--- config.mk ---
export PLATFORM = sky130hd
export DESIGN_NAME = glitch_sequencer
export DESIGN_NICKNAME = d
export VERILOG_FILES = /design/src/rtl/glitch_sequencer_pkg.sv /design/src/rtl/glitch_sequencer_trig_edge_sync.sv /design/src/rtl/glitch_sequencer.sv
export SDC_FILE = /design/constraint.sdc
export NUM_CORES = 1
export LEC_CHECK = 0
export CAP_MARGIN = 20
export CORE_MARGIN = 10
export CORE_UTILIZATION = 45
export DETAILED_ROUTE_END_ITERATION = 10
export PLACE_DENSITY_LB_ADDON = 0.3
export REMOVE_ABC_BUFFERS = 1
export SYNTH_ARGS = -nofsm -noshare
export SYNTH_HDL_FRONTEND = slang
export SYNTH_SLANG_ARGS = --single-unit
--- constraint.sdc ---
create_clock -name clk -period 3.8 [get_ports clk]
set_input_delay 0.76 -clock clk [delete_from_list [all_inputs] [get_ports clk]]
set_output_delay 0.76 -clock clk [all_outputs]
set_load 0.03 [all_outputs]
--- src/rtl/glitch_sequencer_pkg.sv ---
// Shared definitions for the glitch sequencer: state encodings, default
// widths and a small width helper.
//
// State encodings (3-bit): IDLE=0, ARMED=1, DELAY=2, GLITCH=3, COOL=4, DONE=5.
// Default widths: delay/step/end 16, pulse width 8, cooldown 16, attempts 16.
package glitch_sequencer_pkg;

   localparam int DELAY_W_DEF = 16;
   localparam int WIDTH_W_DEF = 8;
   localparam int COOL_W_DEF  = 16;
   localparam int CNT_W_DEF   = 16;

   typedef enum logic [2:0] {
      S_IDLE   = 3'd0,
      S_ARMED  = 3'd1,
      S_DELAY  = 3'd2,
      S_GLITCH = 3'd3,
      S_COOL   = 3'd4,
      S_DONE   = 3'd5
   } seq_state_t;

   function automatic int max3(input int a, input int b, input int c);
      int m;
      m = (a > b) ? a : b;
      return (m > c) ? m : c;
   endfunction

endpackage

--- src/rtl/glitch_sequencer_trig_edge_sync.sv ---
// trig_edge_sync: two-flop synchronizer followed by an edge register and a
// rising-edge detector. Reusable for any asynchronous pin.
//
// Ports:
//   clk  - sampling clock
//   rst  - synchronous active-high reset, clears all three flops
//   in   - asynchronous input pin
//   rise - one-cycle pulse on a synchronized 0->1 transition (s2 & ~s3)
module trig_edge_sync (
   input  logic clk,
   input  logic rst,
   input  logic in,
   output logic rise
);

   logic s1;
   logic s2;
   logic s3;

   always_ff @(posedge clk) begin
      if (rst) begin
         s1 <= 1'b0;
         s2 <= 1'b0;
         s3 <= 1'b0;
      end else begin
         s1 <= in;
         s2 <= s1;
         s3 <= s2;
      end
   end

   assign rise = s2 & ~s3;

endmodule

--- src/rtl/glitch_sequencer.sv ---
// glitch_sequencer: schedules fault-injection glitch requests. After arm it
// waits for a trigger rising edge, counts cur_delay cycles, drives glitch_out
// for width cycles, idles for cooldown cycles, then steps cur_delay through a
// start/step/end sweep until the sweep is exhausted.
//
// Optional feature macro: GLITCH_SEQUENCER_ABORT_EN adds the abort port, which
// forces DONE from any busy state (glitch_out drops on the next cycle and the
// aborted glitch is not counted).
//
// Ports:
//   clk, rst            - clock, synchronous active-high reset
//   arm                 - single-cycle start pulse (honoured in IDLE/DONE)
//   trigger             - asynchronous target trigger
//   delay_start/step/end- sweep bounds and increment (latched on arm)
//   width               - glitch pulse width, 0 treated as 1 (latched on arm)
//   cooldown            - idle cycles after each glitch (latched on arm)
//   abort               - only with GLITCH_SEQUENCER_ABORT_EN
//   glitch_out          - registered glitch request
//   busy, done          - status
//   attempts            - glitches issued since arm, saturating
//   cur_delay           - delay of the current or next attempt
//
// state  | meaning
// IDLE   | after reset, waiting for arm
// ARMED  | waiting for a synchronized trigger rising edge
// DELAY  | counting cur_delay cycles
// GLITCH | glitch_out high for width cycles
// COOL   | cooldown before re-arming or finishing
// DONE   | sweep exhausted (or aborted), waiting for arm
module glitch_sequencer
   import glitch_sequencer_pkg::*;
#(
   parameter int DELAY_W = DELAY_W_DEF,
   parameter int WIDTH_W = WIDTH_W_DEF,
   parameter int COOL_W  = COOL_W_DEF,
   parameter int CNT_W   = CNT_W_DEF
) (
   input  logic               clk,
   input  logic               rst,
   input  logic               arm,
   input  logic               trigger,
   input  logic [DELAY_W-1:0] delay_start,
   input  logic [DELAY_W-1:0] delay_step,
   input  logic [DELAY_W-1:0] delay_end,
   input  logic [WIDTH_W-1:0] width,
   input  logic [COOL_W-1:0]  cooldown,
`ifdef GLITCH_SEQUENCER_ABORT_EN
   input  logic               abort,
`endif
   output logic               glitch_out,
   output logic               busy,
   output logic               done,
   output logic [CNT_W-1:0]   attempts,
   output logic [DELAY_W-1:0] cur_delay
);

   localparam int CTR_W = max3(DELAY_W, WIDTH_W, COOL_W);

   seq_state_t         state;
   seq_state_t         state_nxt;
   logic [CTR_W-1:0]   cnt;
   logic [CTR_W-1:0]   cnt_nxt;
   logic [DELAY_W-1:0] cur_delay_nxt;
   logic [CNT_W-1:0]   attempts_nxt;
   logic               latch_en;

   logic [DELAY_W-1:0] step_q;
   logic [DELAY_W-1:0] end_q;
   logic [WIDTH_W-1:0] width_q;
   logic [COOL_W-1:0]  cool_q;

   logic               trig_rise;
   logic [DELAY_W:0]   next_sum;
   logic               sweep_over;
   logic [CTR_W-1:0]   width_cnt;
   logic [CTR_W-1:0]   delay_cnt;
   logic [CTR_W-1:0]   cool_cnt;
   logic [CNT_W-1:0]   attempts_inc;

   trig_edge_sync u_trig_sync (
      .clk  (clk),
      .rst  (rst),
      .in   (trigger),
      .rise (trig_rise)
   );

   // The shared counter is loaded with (cycles - 1) and the phase ends on the
   // cycle it reads 0, so each phase lasts exactly the programmed count.
   assign width_cnt = (width_q == '0) ? '0 : CTR_W'(width_q - WIDTH_W'(1));
   assign delay_cnt = CTR_W'(cur_delay - DELAY_W'(1));
   assign cool_cnt  = CTR_W'(cool_q - COOL_W'(1));

   // Extra bit catches wrap-around so an overflowing step ends the sweep.
   assign next_sum   = {1'b0, cur_delay} + {1'b0, step_q};
   assign sweep_over = next_sum[DELAY_W] | (next_sum[DELAY_W-1:0] > end_q);

   assign attempts_inc = (&attempts) ? attempts : attempts + CNT_W'(1);

   always_comb begin
      state_nxt     = state;
      cnt_nxt       = cnt;
      cur_delay_nxt = cur_delay;
      attempts_nxt  = attempts;
      latch_en      = 1'b0;
      case (state)
         S_IDLE, S_DONE: begin
            if (arm) begin
               latch_en      = 1'b1;
               cur_delay_nxt = delay_start;
               attempts_nxt  = '0;
               state_nxt     = (delay_start > delay_end) ? S_DONE : S_ARMED;
            end
         end
         S_ARMED: begin
            if (trig_rise) begin
               if (cur_delay == '0) begin
                  state_nxt = S_GLITCH;
                  cnt_nxt   = width_cnt;
               end else begin
                  state_nxt = S_DELAY;
                  cnt_nxt   = delay_cnt;
               end
            end
         end
         S_DELAY: begin
            if (cnt == '0) begin
               state_nxt = S_GLITCH;
               cnt_nxt   = width_cnt;
            end else begin
               cnt_nxt = cnt - CTR_W'(1);
            end
         end
         S_GLITCH: begin
            if (cnt == '0) begin
               attempts_nxt = attempts_inc;
               if (cool_q != '0) begin
                  state_nxt = S_COOL;
                  cnt_nxt   = cool_cnt;
               end else if (sweep_over) begin
                  state_nxt = S_DONE;
               end else begin
                  state_nxt     = S_ARMED;
                  cur_delay_nxt = next_sum[DELAY_W-1:0];
               end
            end else begin
               cnt_nxt = cnt - CTR_W'(1);
            end
         end
         S_COOL: begin
            if (cnt == '0) begin
               if (sweep_over) begin
                  state_nxt = S_DONE;
               end else begin
                  state_nxt     = S_ARMED;
                  cur_delay_nxt = next_sum[DELAY_W-1:0];
               end
            end else begin
               cnt_nxt = cnt - CTR_W'(1);
            end
         end
         default: state_nxt = S_IDLE;
      endcase
`ifdef GLITCH_SEQUENCER_ABORT_EN
      // Abort overrides whatever the busy state decided, including the
      // attempt count of a glitch that would have completed this cycle.
      if (abort && busy) begin
         state_nxt     = S_DONE;
         cnt_nxt       = cnt;
         cur_delay_nxt = cur_delay;
         attempts_nxt  = attempts;
      end
`endif
   end

   always_ff @(posedge clk) begin
      if (rst) begin
         state      <= S_IDLE;
         cnt        <= '0;
         cur_delay  <= '0;
         attempts   <= '0;
         glitch_out <= 1'b0;
         step_q     <= '0;
         end_q      <= '0;
         width_q    <= '0;
         cool_q     <= '0;
      end else begin
         state      <= state_nxt;
         cnt        <= cnt_nxt;
         cur_delay  <= cur_delay_nxt;
         attempts   <= attempts_nxt;
         // Registered from the next state so it tracks GLITCH exactly.
         glitch_out <= (state_nxt == S_GLITCH);
         if (latch_en) begin
            step_q  <= delay_step;
            end_q   <= delay_end;
            width_q <= width;
            cool_q  <= cooldown;
         end
      end
   end

   assign busy = (state == S_ARMED) || (state == S_DELAY) ||
                 (state == S_GLITCH) || (state == S_COOL);
   assign done = (state == S_DONE);

endmodule

==> qor.csv <==
metric,value,unit
fin_util,59.82,%
max_slew_margin,47.10,%
syn-mean-instance-area,7.645,um2
startpoint_type,flop,
syn2layout_area_growth,29.33,%
ys_async_sr_fraction,0,%
diodes,0,
crit_type,reg2reg,
row_count,47,
grtUsageTotal,20.15,%
synth_most_common_cell,nand2_1,
min_from,end_q[11],
clkSlewWorstSetupHoldPaths,0.07,ns
die_area,0.02288,mm2
fillerInstances,1552,
status,finished with violations,
r2r_cells,16,
end_kind,flop,
drtAntennaViolNets,0,
setup_viol_count_final,14,
grt_max_degree,61,
r2r_end,cur_delay[1],
p_leak,4.025,nW
dp_hpwl,16850,um
root_buffer,clkbuf_16,
drv_slew,0,
die_w,151.3,um
violations,negative setup slack,
drc_errors,0,
yosysWarnings,0,
synth-edff-count,0,
period_needed,3.971,ns
portBuffers,110,
synth_top_area_share,28.66,%
worstHoldEndpoint,end_q[11],
clk_latency,0.36,ns
h-tree-depth,3,
pre_cts_ws,-0.6192,ns
gp_congestion,0.9291,
drt_pass1_iterations,5,
vias_per_cell,5.620,
io_pins,111,
yosys.area.top_type,dfxtp_1,
netlist_instances,1014,
critPathArrivalTime,4.22,ns
hold_viol,0,
dieHeight,151.3,um
p_per_area,913.9,mW/mm2
period_share,104.5,%
antenna_found_initial,0,
worst_pin_slew,0.7916,ns
synth_cell_types,86,
peakVddDrop,0.0004431,V
routed_wirelength,23420,um
required,4.05,ns
start_util,46.26,%
max_cap_viol_count,0,
hp-class,reg2reg,
fmax,0.2518,GHz
drt_iter0_markers,520,
holdBufCountCts,0,
r2r_start,cur_delay[1],
netlist_top_cells_count,"164 x nand2_1, 118 x a21oi_1, 111 x dfxtp_1",
nets,1284,
grt_pass1_wl,37510,um
critical_path.max_fanout,6,
vias,7750,
synthesis.area,0.007752,mm2
yosys_register_bits,111,
cts_max_path_buffers,2,
synth_flop_cell,dfxtp_1,
rrSetupSlack,-0.17,ns
synth_area_leaders,"dfxtp_1 29%, ha_1 8.6%, nand2_1 7.9%",
drive_above_1_share,14.58,%
core,0.01676,mm2
cts_buffers,9,
skew,0.005411,ns
rsz0062_at_grt,true,
wire_per_inst,16.98,um
cts.sinks,111,
fin_ws,-0.1712,ns
cts_tree,built,
overflow,0,
synth.yosys.seq_area_share,28.66,%
grt_pass1_vias,7376,
whs_path_depth,2,
-- power by group --
group	leakage, nW	switching, W	internal (W)	total, W
Clock	0.168	0.000451	0.000661	0.00111
Combinational	2.95	0.00353	0.00271	0.00624
Sequential	0.910	0.000337	0.00147	0.00181
-- cell families after synthesis --
logic type	share of synthesized area, %
xor+xnor	6.440
fa+ha+maj	8.812
simple gates	26.24
mux	3.034
flops	28.66
compound gates	20.22
buf+inv	6.585
-- final cells by class --
class / instances / area, um2 / area share (%)
Multi-Input combinational cell: 791 / 5273 / 52.59
Sequential cell: 111 / 2231 / 22.25
Timing Repair Buffer: 183 / 1683 / 16.79
Tap cell: 220 / 275.3 / 2.746
Clock buffer: 10 / 239.0 / 2.384
Inverter: 58 / 217.7 / 2.171
Clock inverter: 6 / 107.6 / 1.073
-- cells in the final DEF, fill, tap and decap left out, drive strengths merged, types with 9 or more instances in the layout --
cell type / n
inv: 58
nand3: 23
xnor2: 31
nor3: 24
nor2: 82
nand2b: 10
mux2: 14
dfxtp: 111
or4: 9
o21ai: 40
buf: 74
a211oi: 14
xor2: 26
a21oi: 118
clkbuf: 10
clkdlybuf4s50: 109
a21o: 10
ha: 53
and3: 9
nor2b: 23
nand2: 164
nand4: 12
nor4: 20
-- per-layer routing --
layer | part of all wire (%) | GRT usage [%]
met1 | 45 | 26.69
met5 | 0 | 0
met3 | 7.1 | 5.459
met4 | 2.1 | 6.352
met2 | 46 | 31.08
-- stage by stage --
step	hold slack (ns)	setup TNS [ns]	std cells	power (W)	instance area, um2
after floorplan	0.4138	-8.589	960	0.005623	7460
after global placement	0.4429	-7.275	1352	0.007385	9328
after detailed placement	0.4343	-9.180	1352	0.007458	9328
after CTS	0.4584	-1.285	1374	0.008945	9928
after global routing	0.4695	-4.431	1379	0.009863	10030
final	0.4568	-2.131	1379	0.009163	10030
-- what timing repair did --
| action | CTS | global route |
|---|---|---|
| hold endpoints to repair | 0 | 0 |
| setup buffers | 6 | 5 |
| resized for setup | 42 | 14 |
| setup endpoints to repair | 17 | 17 |
| pin swaps | 21 | 14 |
-- critical path, stage by stage (launching register included) --
cell	delay, ns
dfxtp_1	0.32
buf_4	0.16
fa_2	0.43
a211oi_4	0.30
o21ai_2	0.10
a41oi_2	0.24
o21a_1	0.19
o211ai_1	0.16
ha_1	0.37
nand4_1	0.12
or2_4	0.31
a211oi_2	0.17
nor4_2	0.06
o21ba_2	0.24
o21ai_4	0.22
buf_12	0.17
mux2_4	0.30
-- worst max-delay path by stage --
stage | start | end | slack (ns) | cells past startpoint
2_1_floorplan | cur_delay[1] | cur_delay[0] | -0.65 | 14
3_3_place_gp | cur_delay[3] | cur_delay[11] | -0.50 | 16
3_5_place_dp | step_q[2] | cur_delay[12] | -0.62 | 16
4_1_cts | cur_delay[6] | cur_delay[12] | -0.10 | 16
5_1_grt | step_q[0] | cur_delay[6] | -0.31 | 16
6_report | cur_delay[1] | cur_delay[1] | -0.17 | 16
-- sequential cells by signal (all words and copies together) (netlist names), 3 cells and up --
signal / flops
step_q: 16
end_q: 16
cnt: 16
cool_q: 16
cur_delay: 16
width_q: 8
attempts: 16
state: 3
No activity file was read; power rests on OpenSTA's default activity.
